$ cat src/rtl/exu_brchslv_reg.sv
// Branch-resolve unit on the EXU commit path: detects mispredicts, raises a
// registered flush with the redirect PC, pulses predictor updates and counts events.
module exu_brchslv_reg #(
  parameter int unsigned PC_SIZE     = 32,
  parameter int unsigned XLEN        = 32,
  parameter int unsigned CNT_W       = 32,
  parameter int unsigned INSTR_BYTES = 4
) (
  input  logic               clk,
  input  logic               rst,
  input  logic               cmt_i_valid,
  output logic               cmt_i_ready,
  input  logic               cmt_i_bjp,
  input  logic               cmt_i_jalr,
  input  logic               cmt_i_bjp_prdt,
  input  logic               cmt_i_bjp_rslv,
  input  logic [PC_SIZE-1:0] cmt_i_pc,
  input  logic [XLEN-1:0]    cmt_i_imm,
  input  logic [XLEN-1:0]    cmt_i_rs1,
  output logic               brchmis_flush_req,
  input  logic               brchmis_flush_ack,
  output logic [PC_SIZE-1:0] brchmis_flush_pc,
  output logic               bpu_upd_valid,
  output logic [PC_SIZE-1:0] bpu_upd_pc,
  output logic               bpu_upd_taken,
  input  logic               cnt_clr,
  output logic [CNT_W-1:0]   cnt_bjp,
  output logic [CNT_W-1:0]   cnt_mis,
  output logic               dbg_state_o
);

  typedef enum logic {
    IDLE  = 1'b0,
    FLUSH = 1'b1
  } state_e;

  localparam logic [PC_SIZE-1:0] FALL_INC = PC_SIZE'(INSTR_BYTES);
  localparam logic [CNT_W-1:0]   CNT_MAX  = {CNT_W{1'b1}};

  // Handshakes: a commit entry transfers on a rising edge where
  // cmt_i_valid & cmt_i_ready (ready is a function of state only); the flush
  // request stays high with a stable PC until an edge that sees brchmis_flush_ack.

  state_e             state_q, state_d;
  logic [PC_SIZE-1:0] flush_pc_q, flush_pc_d;
  logic               bpu_valid_q, bpu_valid_d;
  logic [PC_SIZE-1:0] bpu_pc_q, bpu_pc_d;
  logic               bpu_taken_q, bpu_taken_d;
  logic [CNT_W-1:0]   cnt_bjp_q, cnt_bjp_d;
  logic [CNT_W-1:0]   cnt_mis_q, cnt_mis_d;

  logic               hs;
  logic               mis;
  logic               upd;
  logic [PC_SIZE-1:0] imm_t;
  logic [PC_SIZE-1:0] rs1_t;
  logic [PC_SIZE-1:0] jalr_sum;
  logic [PC_SIZE-1:0] target;

  assign cmt_i_ready = (state_q == IDLE);
  assign hs          = cmt_i_valid & cmt_i_ready;
  // JALR carries no target prediction, so it always redirects.
  assign mis         = cmt_i_bjp & (cmt_i_jalr | (cmt_i_bjp_prdt ^ cmt_i_bjp_rslv));
  assign upd         = hs & cmt_i_bjp & ~cmt_i_jalr;

  assign imm_t = cmt_i_imm[PC_SIZE-1:0];
  assign rs1_t = cmt_i_rs1[PC_SIZE-1:0];

  always_comb begin
    jalr_sum = rs1_t + imm_t;
    target   = cmt_i_pc + FALL_INC;
    if (cmt_i_jalr) begin
      target = {jalr_sum[PC_SIZE-1:1], 1'b0};
    end else if (cmt_i_bjp_rslv) begin
      target = cmt_i_pc + imm_t;
    end
  end

  always_comb begin
    state_d    = state_q;
    flush_pc_d = flush_pc_q;
    case (state_q)
      IDLE: begin
        if (hs && mis) begin
          state_d    = FLUSH;
          flush_pc_d = target;
        end
      end
      FLUSH: begin
        if (brchmis_flush_ack) begin
          state_d = IDLE;
        end
      end
      default: state_d = IDLE;
    endcase
  end

  always_comb begin
    bpu_valid_d = upd;
    bpu_pc_d    = bpu_pc_q;
    bpu_taken_d = bpu_taken_q;
    if (upd) begin
      bpu_pc_d    = cmt_i_pc;
      bpu_taken_d = cmt_i_bjp_rslv;
    end
  end

  // Counters saturate at all-ones; a clear wins over a same-cycle increment.
  always_comb begin
    cnt_bjp_d = cnt_bjp_q;
    cnt_mis_d = cnt_mis_q;
    if (cnt_clr) begin
      cnt_bjp_d = '0;
      cnt_mis_d = '0;
    end else begin
      if (hs && cmt_i_bjp && (cnt_bjp_q != CNT_MAX)) begin
        cnt_bjp_d = cnt_bjp_q + 1'b1;
      end
      if (hs && mis && (cnt_mis_q != CNT_MAX)) begin
        cnt_mis_d = cnt_mis_q + 1'b1;
      end
    end
  end

  always_ff @(posedge clk) begin
    if (rst) begin
      state_q     <= IDLE;
      flush_pc_q  <= '0;
      bpu_valid_q <= 1'b0;
      bpu_pc_q    <= '0;
      bpu_taken_q <= 1'b0;
      cnt_bjp_q   <= '0;
      cnt_mis_q   <= '0;
    end else begin
      state_q     <= state_d;
      flush_pc_q  <= flush_pc_d;
      bpu_valid_q <= bpu_valid_d;
      bpu_pc_q    <= bpu_pc_d;
      bpu_taken_q <= bpu_taken_d;
      cnt_bjp_q   <= cnt_bjp_d;
      cnt_mis_q   <= cnt_mis_d;
    end
  end

  assign brchmis_flush_req = (state_q == FLUSH);
  assign brchmis_flush_pc  = flush_pc_q;
  assign bpu_upd_valid     = bpu_valid_q;
  assign bpu_upd_pc        = bpu_pc_q;
  assign bpu_upd_taken     = bpu_taken_q;
  assign cnt_bjp           = cnt_bjp_q;
  assign cnt_mis           = cnt_mis_q;
  assign dbg_state_o       = state_q;

endmodule

$ cat config.mk
export PLATFORM = sky130hd
export DESIGN_NAME = exu_brchslv_reg
export DESIGN_NICKNAME = d
export VERILOG_FILES = /design/src/rtl/exu_brchslv_reg.sv
export SDC_FILE = /design/constraint.sdc
export NUM_CORES = 1
export LEC_CHECK = 0
export ABC_AREA = 1
export CAP_MARGIN = 20
export CELL_PAD_IN_SITES_DETAIL_PLACEMENT = 0
export CELL_PAD_IN_SITES_GLOBAL_PLACEMENT = 2
export CORE_ASPECT_RATIO = 0.7
export CORE_UTILIZATION = 24
export DETAILED_ROUTE_END_ITERATION = 12
export PLACE_DENSITY = 0.86
export SETUP_SLACK_MARGIN = 0.15
export SLEW_MARGIN = 30
export SYNTH_ARGS = -nofsm -noshare
export SYNTH_HDL_FRONTEND = slang
export SYNTH_SLANG_ARGS = --single-unit
$ cat constraint.sdc
create_clock -name clk -period 2.3 [get_ports clk]
set_input_delay 0.69 -clock clk [delete_from_list [all_inputs] [get_ports clk]]
set_output_delay 0.69 -clock clk [all_outputs]
set_load 0.02 [all_outputs]
# Word level (Yosys, flattened, before mapping)
# Cells that the tools add are included.
word_totals:
  out_inout_bits: 133
  word_cells: 33
  ff_bits: 131
  input_bits: 105
op_classes:
  muxes: 5
  eq_ne: 2
  n_reduce_logical: 6
  n_addsub: 5
  bitwise_logic: 8
op_table:
  columns: ["cell", "count"]
  rows:
  - ["adder 32 x 1 -> 32 bit, second input constant", 2]
  - ["adder 32 bit", 2]
  - ["2-to-1 mux 32 bit", 2]
  - ["!= test 32 bit, second input constant", 2]
  - ["adder 32 x 3 -> 32 bit, second input constant", 1]
  - ["bitwise AND 1 bit", 4]
  - ["logical AND 1 bit", 4]
  - ["2-to-1 mux 1 bit", 2]
  - ["inverter 1 bit", 2]
  - ["one-hot mux 1 bit (2 select lines)", 1]
  - ["AND reduction 2 bit", 1]
  - ["OR reduction 2 bit", 1]
  - ["OR 1 bit", 1]
  - ["XOR 1 bit", 1]

# Logic depth before layout (Yosys ltp)
depth:
  ltp_word: 6
  mapped_depth: 16
  ltp_nobuf: 16

# Least setup slack after synthesis
# No wires, ideal clock.
synth_path:
  path_kind: "in2reg"
  startpoint: "in cmt_i_pc[0]"
  endpoint: "reg flush_pc_q[16], in the netlist brchmis_flush_pc[16]"
  path_slack_ns: -0.024
  path_stages: 14
  n_path_buf: 0
  t_arrival_ns: 2.215
  path_cell_list: "ha_1 fa_1 nand2_1 nand2_1 and2_1 nand2_1 nand2_1 a21oi_1 or2_2 nand3_1 nand2_1 nand3_1 nand2_1 inv_1"
synth_between:
  elab_chain_cells: 3
  word_cells_on_any_way: 4
  cone_classes: "add/sub (2); mux (2)"
synth_rtl:
  columns: ["item", "line_no", "text"]
  rows:
  - ["start: declaration", "17", "input logic [PC_SIZE-1:0] cmt_i_pc,"]
  - ["adder 32 x 3 -> 32 bit / adder 32 bit (equally long branches)", "71, 75", null]
  - ["2-to-1 mux 32 bit *", "74", "end else if (cmt_i_bjp_rslv) begin"]
  - ["2-to-1 mux 32 bit *", "72", "if (cmt_i_jalr) begin"]
  - ["end signal: assignment", "136", "flush_pc_q <= flush_pc_d;"]
  - ["end: declaration", "45", "logic [PC_SIZE-1:0] flush_pc_q, flush_pc_d;"]
# Every way passes the cells marked *; elsewhere a longest branch is shown, timed or not.
# A chain may end at the register's enable or synchronous reset.

# Worst setup path after layout
layout_path:
  startpoint: "in cmt_i_imm[0]"
  endpoint: "reg flush_pc_q[18], in the netlist brchmis_flush_pc[18]"
layout_between:
  elab_chain_cells: 3
  word_cells_on_any_way: 4
  cone_classes: "add/sub (2); mux (2)"
layout_rtl:
  columns: ["item", "line_no", "text"]
  rows:
  - ["start: declaration", "18", "input logic [XLEN-1:0] cmt_i_imm,"]
  - ["adder 32 bit", "75", "target = cmt_i_pc + imm_t;"]
  - ["2-to-1 mux 32 bit", "74", null]
  - ["2-to-1 mux 32 bit *", "72", null]
# Marks and branches as above.

==> impl_metrics.json <==
{
  "drive_above_1_share": 0.337,
  "first_pass_iters": 8,
  "min_path_type": "flip-flop to flip-flop",
  "synth_area_mm2": 0.0116,
  "h-tree-depth": 4,
  "synth_ff_type": "dfxtp_1",
  "reg2reg_depth": 10,
  "die_w_um": 265,
  "yosysUniqueCellTypes": 49,
  "comb_power_share": 0.405,
  "finalHoldWorstSlack_ps": 485,
  "cts_buffers": 17,
  "rsz0062_at_grt": "true",
  "ctsHoldBuffers": 0,
  "drc_errors": 0,
  "worst-endpoint-arrival_ps": 2580,
  "pin_count": 238,
  "grt_max_degree": 51,
  "setup_viol": 0,
  "power_switching_mw": 3.27,
  "dieArea_mm2": 0.0494,
  "switching_share": 0.380,
  "drtIter0Drc": 1503,
  "maxCapViolations": 0,
  "slew_headroom": 0.455,
  "rows": 67,
  "crit_path_max_fanout": 2,
  "register_area_mm2": 0.00263,
  "critPathCaptureType": "flip-flop",
  "p_int_mw": 5.35,
  "grt_pass1_vias": 14652,
  "finClkSkew_ps": 9.90,
  "wirelength_um": 60500,
  "critPathLaunchType": "input pin",
  "maxSlewViolCount": 0,
  "clock_latency_ps": 460,
  "max-vdd-ir-drop_mv": 0.401,
  "root_buffer": "clkbuf_16",
  "avgSynthCellArea_um2": 5.81,
  "synth_edf_count": 0,
  "dp_hpwl_um": 48800,
  "synth_warnings": 0,
  "clkTransAtPathRegs_ps": 70,
  "ant_nets": 0,
  "io_buffers": 237,
  "worstMarginPinSlew_ps": 811,
  "gp_congestion": 1.01,
  "required_ps": 2690,
  "area.growth.synth_to_final_pct": 71.5,
  "reg2reg_slack_ps": 280,
  "async_flop_share": 0,
  "power_mw": 8.62,
  "num_vias": 15429,
  "seq_power_share": 0.279,
  "syn_inst": 2002,
  "path_class": "input pin to flip-flop",
  "grt_pass1_wl_um": 88700,
  "die_y_um": 186,
  "fillers": 5012,
  "max_freq_mhz": 457,
  "via_per_inst": 4.80,
  "synth-seq-cells": 131,
  "status": "completed",
  "grtUsageTotal": 0.238,
  "min_period_over_period": 0.952,
  "power_leakage_nw": 9.40,
  "antenna_found_initial": 3,
  "multiInputGateArea_mm2": 0.0102,
  "core_mm2": 0.0479,
  "cts_tree": "built",
  "p_clk_frac": 0.316,
  "power_density_mw_per_mm2": 432,
  "hold_violations": 0,
  "hold_depth": 2,
  "yosysSeqAreaShare": 0.225,
  "cts.sinks": 131,
  "antenna_cells": 0,
  "wl_per_cell_um": 18.8,
  "cts_max_path_buffers": 2,
  "finish.net_count": 2717,
  "min_period_ps": 2190,
  "start_util": 0.243,
  "overflow": 0,
  "syn_nets": 2173
}
==> cell usage after synthesis (2+ instances only) <==
| cell | number | area (µm²) |
|---|---|---|
| o21ai_1 | 2 | 10.0 |
| a21o_1 | 2 | 15.0 |
| nand2_4 | 2 | 22.5 |
| a21boi_0 | 2 | 15.0 |
| buf_2 | 5 | 25.0 |
| nand3b_1 | 18 | 135 |
| nor2_2 | 7 | 43.8 |
| buf_4 | 3 | 22.5 |
| inv_2 | 5 | 18.8 |
| nor3_2 | 10 | 100 |
| or2_2 | 8 | 50.1 |
| nor3b_1 | 5 | 37.5 |
| nand4_1 | 35 | 219 |
| buf_1 | 5 | 18.8 |
| a21oi_1 | 158 | 791 |
| ha_1 | 64 | 801 |
| nor3_1 | 58 | 290 |
| o211a_1 | 2 | 20.0 |
| o21ai_0 | 113 | 566 |
| buf_6 | 2 | 22.5 |
| nor2_1 | 242 | 908 |
| o21bai_1 | 15 | 113 |
| inv_1 | 258 | 968 |
| nand3_1 | 120 | 601 |
| nand2_2 | 5 | 31.3 |
| nand2_1 | 596 | 2240 |
| clkbuf_1 | 32 | 120 |
| o21a_1 | 6 | 45.0 |
| nor4_1 | 12 | 75.1 |
| fa_1 | 2 | 40.0 |
| dfxtp_1 | 131 | 2620 |
| and2_1 | 4 | 25.0 |
| xor2_1 | 31 | 272 |
| and3_1 | 4 | 25.0 |
| a31oi_1 | 9 | 56.3 |
| nand3_2 | 2 | 20.0 |
| xnor2_1 | 15 | 131 |
==> cells by family (layout without fill, tap and decap cells) <==
| kind of cell | Yosys count | in the layout | synth area share |
|---|---|---|---|
| buffers and inverters | 312 | 869 | 0.104 |
| flip-flops | 131 | 131 | 0.225 |
| AND/OR/NAND/NOR | 1133 | 1133 | 0.420 |
| adder cells (fa/ha/maj) | 66 | 66 | 0.0723 |
| AO/OA/AOI/OAI | 314 | 314 | 0.144 |
| XOR/XNOR | 46 | 46 | 0.0346 |
==> final timing paths <==
path                                           from                    to
worst max-delay path                   cmt_i_imm[0]  brchmis_flush_pc[18]
worst min-delay path            brchmis_flush_pc[1]   brchmis_flush_pc[1]
worst max register to register           cnt_mis[8]           cnt_mis[21]
worst min register to register  brchmis_flush_pc[1]   brchmis_flush_pc[1]
==> what timing repair did <==
action                                  4_1_cts  5_1_grt
endpoints found under the setup margin      130       73
pin swaps                                    84      156
gates resized for setup                     518      384
setup buffers                                13       19
==> state kept, by name, summed over array words and instances (netlist names) <==
name / count
cnt_mis: 32
bpu_upd_pc: 32
bpu_upd_valid: 1
bpu_upd_taken: 1
brchmis_flush_req: 1
cnt_bjp: 32
brchmis_flush_pc: 32
==> layout make-up <==
cell class                 instances  area share
clock buffer                      18      0.0215
clock inverter                    14     0.00658
inverter                         265      0.0503
multi-input combinational       1559       0.511
sequential                       131       0.132
tap                              655      0.0411
timing repair buffer             572       0.238
==> per-stage QoR <==
step            util  setup WS, ps  area [µm²]  setup TNS (ps)  cells
6_report       0.417           110       20000               0   3214
5_1_grt        0.417          13.7       20000               0   3214
4_1_cts        0.392          63.2       18800               0   3195
3_5_place_dp   0.356          -941       17000          -34010   3150
3_3_place_gp   0.356          -959       17000          -32950   3150
2_1_floorplan      -           122       11700               0   2002
==> critical path: stages <==
cell and delay, ps:
buf_12 110, ha_4 160, fa_2 400, nand2_2 80
nand2_2 60, nand3b_1 130, nand2_2 110, nand2_2 90
nand2_2 60, nand2_2 60, nand2_2 50, nand2_1 60
nand2_1 60, o21ai_2 160, buf_4 120, a21oi_2 40
nor2_1 120
==> cell usage in the layout, fill, tap and decap left out, types with 23 or more instances in the layout <==
cell / n
nand2_4: 32
ha_4: 59
clkdlybuf4s50_1: 40
a21oi_1: 98
nand2_1: 473
nand3_1: 78
nand2_2: 93
nor2_4: 31
inv_1: 246
dfxtp_1: 128
o21ai_0: 95
buf_6: 24
a21oi_2: 48
xor2_1: 28
nand4_1: 35
buf_4: 306
nor3_1: 40
nor2_2: 31
nand3_2: 43
buf_2: 23
dlygate4sd2_1: 119
nor2_1: 187
==> power groups by stage <==
stage               logic, mW  clock network [mW]  registers, mW
floorplan                1.20                   0           2.52
global placement         2.73                   0           2.46
detailed placement       2.74                   0           2.46
CTS                      3.06                2.77           2.41
global route             3.74                2.87           2.41
finish                   3.49                2.72           2.41
==> layer usage <==
| metal | global-route usage | share of wire | routed length (µm) |
|---|---|---|---|
| met1 | 0.363 | 0.50 | 30400 |
| met2 | 0.345 | 0.42 | 25200 |
| met3 | 0.0398 | 0.070 | 4260 |
| met4 | 0.0497 | 0.012 | 712 |
| met5 | 0 | 0.00015 | 9 |
No activity file was read; power rests on OpenSTA's default activity.
